--- src/rtl/marc_control_unit.sv ---
// marc_control_unit
//   Multi-cycle control unit for the MARC 16-bit processor. It fetches an
//   instruction word into an internal IR, decodes it, and sequences the
//   datapath through FETCH -> DECODE -> EXEC -> [MEM] -> [WB].
//
// Ports
//   clk              rising-edge system clock
//   reset            asynchronous, active-low; forces FETCH, clears IR and all strobes
//   dataIn[15:0]     instruction word from memory, captured in FETCH when mem_ready=1
//   mem_ready        memory completes the current access this cycle
//   z_flag, n_flag   ALU zero / negative flags, sampled in EXEC for branches
//   mem_req, rw      memory request and direction (1=write); addr_sel 0=PC, 1=busA
//   pc_inc, pc_load  PC increment pulse in FETCH / PC<=PC+imm for a taken branch
//   rf_we, rf_waddr  register-file write strobe and destination (WB only)
//   rf_raddr_a/b     register-file read ports, held DECODE through WB
//   imm[15:0]        immediate for setlow/sethi (zero-extended) and branches (sign-extended)
//   alu_op[2:0]      ALU operation, held DECODE through WB
//   wb_sel           write-back source, 0=ALU, 1=dataIn (loads)
//   state[2:0]       current FSM state; halt sticky halt flag; illegal one-cycle pulse
module marc_control_unit (
    input  logic        clk,
    input  logic        reset,
    input  logic [15:0] dataIn,
    input  logic        mem_ready,
    input  logic        z_flag,
    input  logic        n_flag,
    output logic        mem_req,
    output logic        rw,
    output logic        addr_sel,
    output logic        pc_inc,
    output logic        pc_load,
    output logic        rf_we,
    output logic [2:0]  rf_waddr,
    output logic [2:0]  rf_raddr_a,
    output logic [2:0]  rf_raddr_b,
    output logic [15:0] imm,
    output logic [2:0]  alu_op,
    output logic        wb_sel,
    output logic [2:0]  state,
    output logic        halt,
    output logic        illegal
);

    typedef enum logic [2:0] {
        FETCH  = 3'd0,
        DECODE = 3'd1,
        EXEC   = 3'd2,
        MEM    = 3'd3,
        WB     = 3'd4,
        HALT   = 3'd5
    } stateT;

    localparam logic [4:0] OP_ADD    = 5'b00000;
    localparam logic [4:0] OP_SUB    = 5'b00001;
    localparam logic [4:0] OP_AND    = 5'b00010;
    localparam logic [4:0] OP_OR     = 5'b00011;
    localparam logic [4:0] OP_SETLOW = 5'b01010;
    localparam logic [4:0] OP_SETHI  = 5'b01011;
    localparam logic [4:0] OP_LD     = 5'b10000;
    localparam logic [4:0] OP_ST     = 5'b10001;
    localparam logic [4:0] OP_BE     = 5'b11000;
    localparam logic [4:0] OP_BNEG   = 5'b11001;
    localparam logic [4:0] OP_HALT   = 5'b11111;

    localparam logic [2:0] ALU_ADD    = 3'b000;
    localparam logic [2:0] ALU_SUB    = 3'b001;
    localparam logic [2:0] ALU_AND    = 3'b010;
    localparam logic [2:0] ALU_OR     = 3'b011;
    localparam logic [2:0] ALU_SETLOW = 3'b100;
    localparam logic [2:0] ALU_SETHI  = 3'b101;
    localparam logic [2:0] ALU_PASSA  = 3'b110;

    // Branch offsets are two's-complement bytes widened to the PC width.
    function automatic logic [15:0] signExtend8(input logic signed [7:0] value);
        return {{8{value[7]}}, value};
    endfunction

    stateT       curState;
    stateT       nxtState;
    logic [15:0] instrReg;
    logic        loadIr;

    logic [4:0]  opcode;
    logic [2:0]  rdField;
    logic [2:0]  rs1Field;
    logic [2:0]  rs2Field;
    logic [7:0]  imm8Field;

    assign opcode    = instrReg[15:11];
    assign rdField   = instrReg[10:8];
    assign rs1Field  = instrReg[7:5];
    assign rs2Field  = instrReg[4:2];
    assign imm8Field = instrReg[7:0];

    always_ff @(posedge clk or negedge reset) begin
        if (!reset) begin
            curState <= FETCH;
            instrReg <= 16'h0000;
        end else begin
            curState <= nxtState;
            if (loadIr) begin
                instrReg <= dataIn;
            end
        end
    end

    assign state = curState;

    // Instruction classification and the per-instruction ALU/immediate values.
    logic        isAluOp;
    logic        isSetOp;
    logic        isLoad;
    logic        isStore;
    logic        isBe;
    logic        isBneg;
    logic        isHaltOp;
    logic        isSetHi;
    logic        isLegal;
    logic [2:0]  decAluOp;
    logic [15:0] decImm;

    always_comb begin
        isAluOp  = 1'b0;
        isSetOp  = 1'b0;
        isLoad   = 1'b0;
        isStore  = 1'b0;
        isBe     = 1'b0;
        isBneg   = 1'b0;
        isHaltOp = 1'b0;
        isSetHi  = 1'b0;
        decAluOp = ALU_ADD;
        decImm   = 16'h0000;
        case (opcode)
            OP_ADD:    begin isAluOp = 1'b1; decAluOp = ALU_ADD; end
            OP_SUB:    begin isAluOp = 1'b1; decAluOp = ALU_SUB; end
            OP_AND:    begin isAluOp = 1'b1; decAluOp = ALU_AND; end
            OP_OR:     begin isAluOp = 1'b1; decAluOp = ALU_OR;  end
            OP_SETLOW: begin
                isSetOp  = 1'b1;
                decAluOp = ALU_SETLOW;
                decImm   = {8'h00, imm8Field};
            end
            OP_SETHI:  begin
                isSetOp  = 1'b1;
                isSetHi  = 1'b1;
                decAluOp = ALU_SETHI;
                decImm   = {8'h00, imm8Field};
            end
            // Memory ops pass busA (rs1) straight through as the address.
            OP_LD:     begin isLoad  = 1'b1; decAluOp = ALU_PASSA; end
            OP_ST:     begin isStore = 1'b1; decAluOp = ALU_PASSA; end
            OP_BE:     begin isBe    = 1'b1; decImm = signExtend8(imm8Field); end
            OP_BNEG:   begin isBneg  = 1'b1; decImm = signExtend8(imm8Field); end
            OP_HALT:   begin isHaltOp = 1'b1; end
            default:   ;
        endcase
        isLegal = isAluOp | isSetOp | isLoad | isStore | isBe | isBneg | isHaltOp;
    end

    // Next-state and strobes. Every output is held at 0 while reset is low so
    // an abort (e.g. mid-MEM) drops mem_req/rw in the same cycle.
    always_comb begin
        nxtState   = curState;
        loadIr     = 1'b0;
        mem_req    = 1'b0;
        rw         = 1'b0;
        addr_sel   = 1'b0;
        pc_inc     = 1'b0;
        pc_load    = 1'b0;
        rf_we      = 1'b0;
        rf_waddr   = 3'd0;
        rf_raddr_a = 3'd0;
        rf_raddr_b = 3'd0;
        imm        = 16'h0000;
        alu_op     = 3'd0;
        wb_sel     = 1'b0;
        halt       = 1'b0;
        illegal    = 1'b0;

        if (reset) begin
            // Decoded operands stay stable from DECODE until the instruction retires.
            if (curState inside {DECODE, EXEC, MEM, WB}) begin
                rf_raddr_a = isSetHi ? rdField : rs1Field;
                rf_raddr_b = rs2Field;
                imm        = decImm;
                alu_op     = decAluOp;
            end

            case (curState)
                FETCH: begin
                    mem_req = 1'b1;
                    if (mem_ready) begin
                        loadIr   = 1'b1;
                        pc_inc   = 1'b1;
                        nxtState = DECODE;
                    end
                end
                DECODE: begin
                    if (isLegal) begin
                        nxtState = EXEC;
                    end else begin
                        illegal  = 1'b1;
                        nxtState = FETCH;
                    end
                end
                EXEC: begin
                    if (isAluOp || isSetOp) begin
                        nxtState = WB;
                    end else if (isLoad || isStore) begin
                        nxtState = MEM;
                    end else if (isBe || isBneg) begin
                        pc_load  = (isBe & z_flag) | (isBneg & n_flag);
                        nxtState = FETCH;
                    end else begin
                        nxtState = HALT;
                    end
                end
                MEM: begin
                    mem_req  = 1'b1;
                    addr_sel = 1'b1;
                    rw       = isStore;
                    if (mem_ready) begin
                        nxtState = isStore ? FETCH : WB;
                    end
                end
                WB: begin
                    rf_we    = 1'b1;
                    rf_waddr = rdField;
                    wb_sel   = isLoad;
                    nxtState = FETCH;
                end
                HALT: begin
                    halt = 1'b1;
                end
                default: begin
                    nxtState = FETCH;
                end
            endcase
        end
    end

endmodule

--- config.mk ---
export PLATFORM = sky130hd
export DESIGN_NAME = marc_control_unit
export DESIGN_NICKNAME = d
export VERILOG_FILES = /design/src/rtl/marc_control_unit.sv
export SDC_FILE = /design/constraint.sdc
export NUM_CORES = 1
export LEC_CHECK = 0
export ABC_AREA = 1
export BUFFER_PORTS_ARGS = -buffer_cell sky130_fd_sc_hd__buf_4
export CAP_MARGIN = 20
export CORE_MARGIN = 4
export CORE_UTILIZATION = 50
export CTS_CLUSTER_DIAMETER = 30
export DETAILED_ROUTE_END_ITERATION = 8
export GPL_ROUTABILITY_DRIVEN = 1
export PLACE_DENSITY = 0.94
export SLEW_MARGIN = 20
export SYNTH_ARGS = -nofsm -noshare
export SYNTH_HDL_FRONTEND = slang
export SYNTH_SLANG_ARGS = --single-unit
--- constraint.sdc ---
create_clock -name clk -period 3.4 [get_ports clk]
set_clock_uncertainty 0.15 [all_clocks]
set_input_delay 0.51 -clock clk [delete_from_list [all_inputs] [get_ports clk]]
set_output_delay 0.51 -clock clk [all_outputs]
set_load 0.02 [all_outputs]
==> results of run 1 <==
## power by group through the flow
stage                     clock network (mW)  registers, mW  logic, mW
final                                  0.122          0.401      0.683
after global routing                   0.129          0.418      0.765
after CTS                              0.123          0.402      0.689
after detailed placement                   0          0.407      0.684
after global placement                     0          0.402      0.671
after floorplan                            0          0.404      0.503
## final timing paths
path                           endpoint
max                             imm[14]
min                         instrReg[6]
max reg2reg                 instrReg[8]
min in group asynchronous  instrReg[10]
min reg2reg                 instrReg[3]
max in group asynchronous  instrReg[11]
## registers in the layout, summed over array words and instances, names as in the netlist
name and flops:
instrReg 16, state 3
## cells by family after synthesis
logic type	synth area share
buffers and inverters	0.152
AO/OA/AOI/OAI	0.158
flip-flops	0.363
AND/OR/NAND/NOR	0.327
## layout make-up
cell class,instances,area (um^2),area share
Clock inverter,1,7.51,0.00426
Timing Repair Buffer,64,483,0.274
Inverter,27,101,0.0574
Multi-Input combinational cell,119,637,0.361
Sequential cell,19,475,0.270
Tap cell,30,37.5,0.0213
Clock buffer,3,22.5,0.0128
## timing repair
| action | 4_1_cts | 5_1_grt |
|---|---|---|
| resized for setup | 0 | 0 |
| hold buffers | 1 | 0 |
| hold endpoints to repair | 19 | 0 |
## worst reg2reg max path: stages, from the launching register on
cell,delay [ns]
dfrtp_1,0.47
nor2_4,0.20
nand2_4,0.09
nor3_4,0.13
buf_4,0.27
nand2_1,0.11
o21ai_2,0.06
## Yosys cell counts (2+ instances only)
| master | count |
|---|---|
| a211oi_1 | 4 |
| a21oi_1 | 4 |
| buf_4 | 7 |
| buf_6 | 4 |
| dfrtp_1 | 19 |
| inv_1 | 23 |
| inv_2 | 4 |
| nand2_1 | 38 |
| nand2_2 | 3 |
| nand3_1 | 6 |
| nand4_1 | 2 |
| nor2_1 | 26 |
| nor3_1 | 6 |
| nor3_2 | 4 |
| o21ai_0 | 4 |
| o21ai_2 | 14 |
## metal layers
layer | track usage | vias to the layer above
met5 | 0 | -
met4 | 0.0615 | 0
met3 | 0.0370 | 5
met2 | 0.312 | 62
met1 | 0.256 | 568
li1 | - | 672
==> results by group, run 1 <==
Worst setup path
  • Crit path DAT: 2.49 ns
  • Critical path type: in -> out
  • CP peak stage delay: 0.52 ns
  • Top delay family on crit path: buffers and inverters
  • Worst r2r src: state[0]
  • Worst r2r path cells: 6
  • Critical Path Most Common Cell: buf_4
  • Buf/Inv on CP: 5
  • Reg2Reg Setup Slack: 1.86 ns
  • Crit path launch: reset
  • Crit-path cells: dlygate4sd3_1 -> buf_4 -> inv_1 -> nor2_2 -> o21ai_2 -> nor3_1 -> buf_4 -> buf_4
  • Worst-path maximum fanout: 23
  • Crit path depth: 8
  • Startpoint Class: primary input
  • Req. time, crit path: 2.74 ns
  • Critical Path Sink Type: output port
  • Max stage delay cell, worst path: dlygate4sd3_1

Timing
  • Slew headroom: 0.482
  • Final TNS setup: 0 ns
  • Max frequency: 318 MHz
  • Final min period: 3.15 ns
  • Final worst slack: 0.254 ns
  • Fin. max-slew vios: 0
  • Final Hold Fails: 0
  • Period Utilization, post-route: 0.925
  • Setup violators final: 0
  • Worst hold margin: 0.246 ns
  • Slew @ Worst Pin: 0.776 ns
  • RSZ-0062 raised after global routing: false

Power and ir drop
  • Leakage power: 0.913 nW
  • Pwr Total: 1.21 mW
  • Maximum vdd drop: 438 uV
  • Int Pwr: 0.619 mW
  • Switch share: 0.487
  • Clk pwr share: 0.101
  • Switching power: 0.587 mW
  • PD cells: 684 nW/um^2
  • Sequential power share: 0.333
  • Combinational power share: 0.566

Floorplanning
  • I/O pin total: 61
  • Full die area: 3510 um^2
  • Die X: 59.2 um
  • Core Box Area: 2500 um^2
  • Num rows: 18
  • DIE HEIGHT: 59.2 um
  • Starting Density: 0.525

Layout
  • Ant diodes: 0
  • Area grow syn2layout: 34.5%
  • Nets: 255
  • Fillers: 207
  • Fin cells: 263
  • Fin area: 1760 um^2
  • Most common cell after layout, fill and taps aside: buf_4
  • Final core utilization: 0.706
  • Share of cells above drive strength 1: 0.412
  • Most frequent cells in the layout: buf_4 (63), nand2_1 (38), nor2_1 (26)

Synth
  • Syn_nets: 197
  • Top cell type's share of synthesized area: 0.363
  • Mapped cell area: 1310 um^2
  • Unique cell type count in the Yosys netlist: 24
  • Top post-synthesis cells by area: dfrtp_1 (36%), nand2_1 (11%), o21ai_2 (9.4%)
  • Sequential area share after synthesis: 0.363
  • Asr flop ratio synth: 1.00
  • Syn Inst Count: 176
  • EDFF count, synth: 0
  • Yosys reg bits: 19
  • Primary FF master, synth: dfrtp_1
  • Synth Warn #: 0
  • Syn_area_per_cell: 7.45 um^2
  • Synth area leader: dfrtp_1

Detailed routing
  • DRT Pass-1 Iters: 4
  • Post-route DRC: 0
  • Routed wl met2: 1510 um
  • Via density: 4.97
  • Routed len/inst: 11.9 um
  • Detail Route met3 WL: 330 um
  • Routed length on met1: 1240 um
  • Via count: 1307
  • Antenna-violating nets left: 0
  • Highest metal layer with signal wires: met4
  • DRT iter0 DRCs: 35
  • Final WL: 3130 um

Global route
  • Largest net degree at the start of global routing: 24
  • Congestion Overflow GR: 0
  • First-pass GRT wire length: 5250 um
  • Initial antenna violation count: 0
  • Vias in the first global route: 1242
  • All-Layer GR Usage: 0.192

Clock network
  • CTS tree: yes
  • CTS Sinks: 19
  • Setup repair bufs after CTS: 0
  • H-tree levels: 1
  • Clk buf depth: 2
  • Total CTS buffers: 3
  • Clock transition at the registers of the reported paths: 0.12 ns
  • Clock latency on the worst-skew pair: 0.31 ns
  • Root Buffer: clkbuf_4

Worst hold path
  • Hold Startpoint: dataIn[6]
  • Hold crit path type: in -> reg
  • Hold Crit Depth: 3

Placement
  • DP HPWL: 2460 um
  • Inst Count DP: 258
  • Port bufs: 60
  • Dpl ws: 0.813 ns
  • Placed inst area: 1720 um^2
  • Final Wtd Congestion: 0.877

Flow run
  • Max cap viols: 0

Run status
  • Outcome: completed
(Power assumes the default switching activity.)
==> run 2, diff against run 1 <==
--- a/config.mk
+++ b/config.mk
@@ -8,12 +8,13 @@
 export ABC_AREA = 1
 export BUFFER_PORTS_ARGS = -buffer_cell sky130_fd_sc_hd__buf_4
 export CAP_MARGIN = 20
-export CORE_MARGIN = 4
-export CORE_UTILIZATION = 50
+export CELL_PAD_IN_SITES_DETAIL_PLACEMENT = 1
+export CELL_PAD_IN_SITES_GLOBAL_PLACEMENT = 2
+export CORE_UTILIZATION = 26
 export CTS_CLUSTER_DIAMETER = 30
 export DETAILED_ROUTE_END_ITERATION = 8
 export GPL_ROUTABILITY_DRIVEN = 1
-export PLACE_DENSITY = 0.94
+export PLACE_DENSITY = 0.93
 export SLEW_MARGIN = 20
 export SYNTH_ARGS = -nofsm -noshare
 export SYNTH_HDL_FRONTEND = slang
==> results by group, run 2 (same netlist as run 1, synthesis figures left out) <==
Layout
  • Fillers: 607
  • Ant diodes: 0
  • Most frequent cells in the layout: buf_4 (62), nand2_1 (38), nor2_1 (26)
  • Nets: 254
  • Share of cells above drive strength 1: 0.409
  • Final core utilization: 0.381
  • Area grow syn2layout: 38.9%
  • Number of flip-flops in the largest register: 16
  • Most common cell after layout, fill and taps aside: buf_4
  • Biggest register: instrReg

Floorplanning
  • I/O pin total: 61
  • Num rows: 25
  • Full die area: 5330 um^2
  • Core Box Area: 4790 um^2
  • Die X: 73.0 um
  • Starting Density: 0.274
  • DIE HEIGHT: 73.0 um

Worst setup path
  • Crit-path cells: dlygate4sd3_1 -> buf_4 -> inv_1 -> nor2_2 -> o21ai_2 -> nor3_1 -> buf_4 -> buf_4
  • Req. time, crit path: 2.74 ns
  • Max stage delay cell, worst path: dlygate4sd3_1
  • Critical path type: in -> out
  • Critical Path Most Common Cell: buf_4
  • CP peak stage delay: 0.53 ns
  • Worst-path maximum fanout: 23
  • Critical Path Sink Type: output port
  • Crit path DAT: 2.49 ns
  • Startpoint Class: primary input

Detailed routing
  • Routed len/inst: 12.6 um
  • Antenna-violating nets left: 0
  • Via count: 1321
  • Via density: 4.42
  • DRT iter0 DRCs: 45
  • DRT Pass-1 Iters: 4
  • Final WL: 3760 um
  • Post-route DRC: 0

Global route
  • Global route hottest layer: met2
  • Met2 usage: 0.265
  • Congestion Overflow GR: 0
  • All-Layer GR Usage: 0.148
  • GR Util met1: 0.188
  • Initial antenna violation count: 0
  • Largest net degree at the start of global routing: 26
  • Vias in the first global route: 1353
  • Global routing usage on met3: 0.0152
  • First-pass GRT wire length: 6170 um

Clock network
  • Setup repair bufs after CTS: 0
  • CTS Sinks: 19
  • Clock transition at the registers of the reported paths: 0.08 ns
  • CTS tree: yes
  • H-tree levels: 1
  • Root Buffer: clkbuf_8
  • Clk buf depth: 2
  • Total CTS buffers: 3
  • Clock latency on the worst-skew pair: 0.26 ns

Power and ir drop
  • Switching power: 0.616 mW
  • Pwr Total: 1.27 mW
  • Combinational power share: 0.549
  • Clk pwr share: 0.128
  • Maximum vdd drop: 286 uV
  • Sequential power share: 0.323
  • Leakage power: 0.916 nW
  • Int Pwr: 0.655 mW
  • Switch share: 0.485
  • PD cells: 698 nW/um^2

Timing
  • Fin. max-slew vios: 0
  • Final Hold Fails: 0
  • Final min period: 3.15 ns
  • Final TNS setup: 0 ns
  • RSZ-0062 raised after global routing: false
  • Max frequency: 318 MHz
  • Slew headroom: 0.437
  • Setup violators final: 0
  • Period Utilization, post-route: 0.925
  • Slew @ Worst Pin: 0.845 ns

Placement
  • Final Wtd Congestion: 0.828
  • DP HPWL: 2980 um
  • Port bufs: 60

Run status
  • Outcome: completed

Worst hold path
  • Hold crit path type: in -> reg

Flow run
  • Max cap viols: 0
[run 2: cell type report]
class,instances,area (um^2),area share
multi-input combinational,119,637,0.350
tap,67,83.8,0.0460
clock buffer,3,41.3,0.0227
sequential,19,475,0.261
timing repair buffer,63,475,0.261
clock inverter,1,7.51,0.00412
inverter,27,101,0.0556
[run 2: critical path: cells and delay by family]
kind,cells,cell delay (ns)
buffers and inverters,5,1.37
AO/OA/AOI/OAI,1,0.24
AND/OR/NAND/NOR,2,0.37
[run 2: power by group through the flow]
stage	Sequential [mW]	Clock, mW	Combinational (mW)
4_1_cts	0.411	0.168	0.709
5_1_grt	0.427	0.175	0.776
2_1_floorplan	0.404	0	0.503
6_report	0.411	0.162	0.698
3_5_place_dp	0.416	0	0.705
3_3_place_gp	0.411	0	0.693
[run 2: path summary, 6_finish.rpt]
kind	start	endpoint	slack (ns)	depth (start not counted)
max in group asynchronous	reset	instrReg[11]	2.35	2
setup / recovery	reset	imm[10]	0.25	8
setup reg to reg	state[0]	instrReg[0]	1.43	5
hold reg to reg	instrReg[4]	instrReg[4]	0.40	2
min in group asynchronous	reset	state[2]	0.52	2
hold / removal	dataIn[13]	instrReg[13]	0.30	3
[run 2: layer usage]
| metal | vias to the layer above | wire, um |
|---|---|---|
| li1 | 667 | - |
| met1 | 608 | 1700 |
| met2 | 42 | 1830 |
| met3 | 4 | 195 |
| met4 | 0 | 29 |
| met5 | - | 0 |
[run 2: what timing repair did]
action	CTS	global route
hold endpoints to repair	19	0
hold buffers	1	0
resized for setup	0	0
[run 2: stage by stage]
step	hold WS, ns	cell area [um^2]	cells	setup slack, ns
finish	0.301	1820	299	0.253
global route	0.302	1820	299	0.112
detailed placement	0.272	1760	294	0.744
CTS	0.296	1820	299	0.203
floorplan	0.0644	1310	176	0.693
global placement	0.265	1760	294	0.823
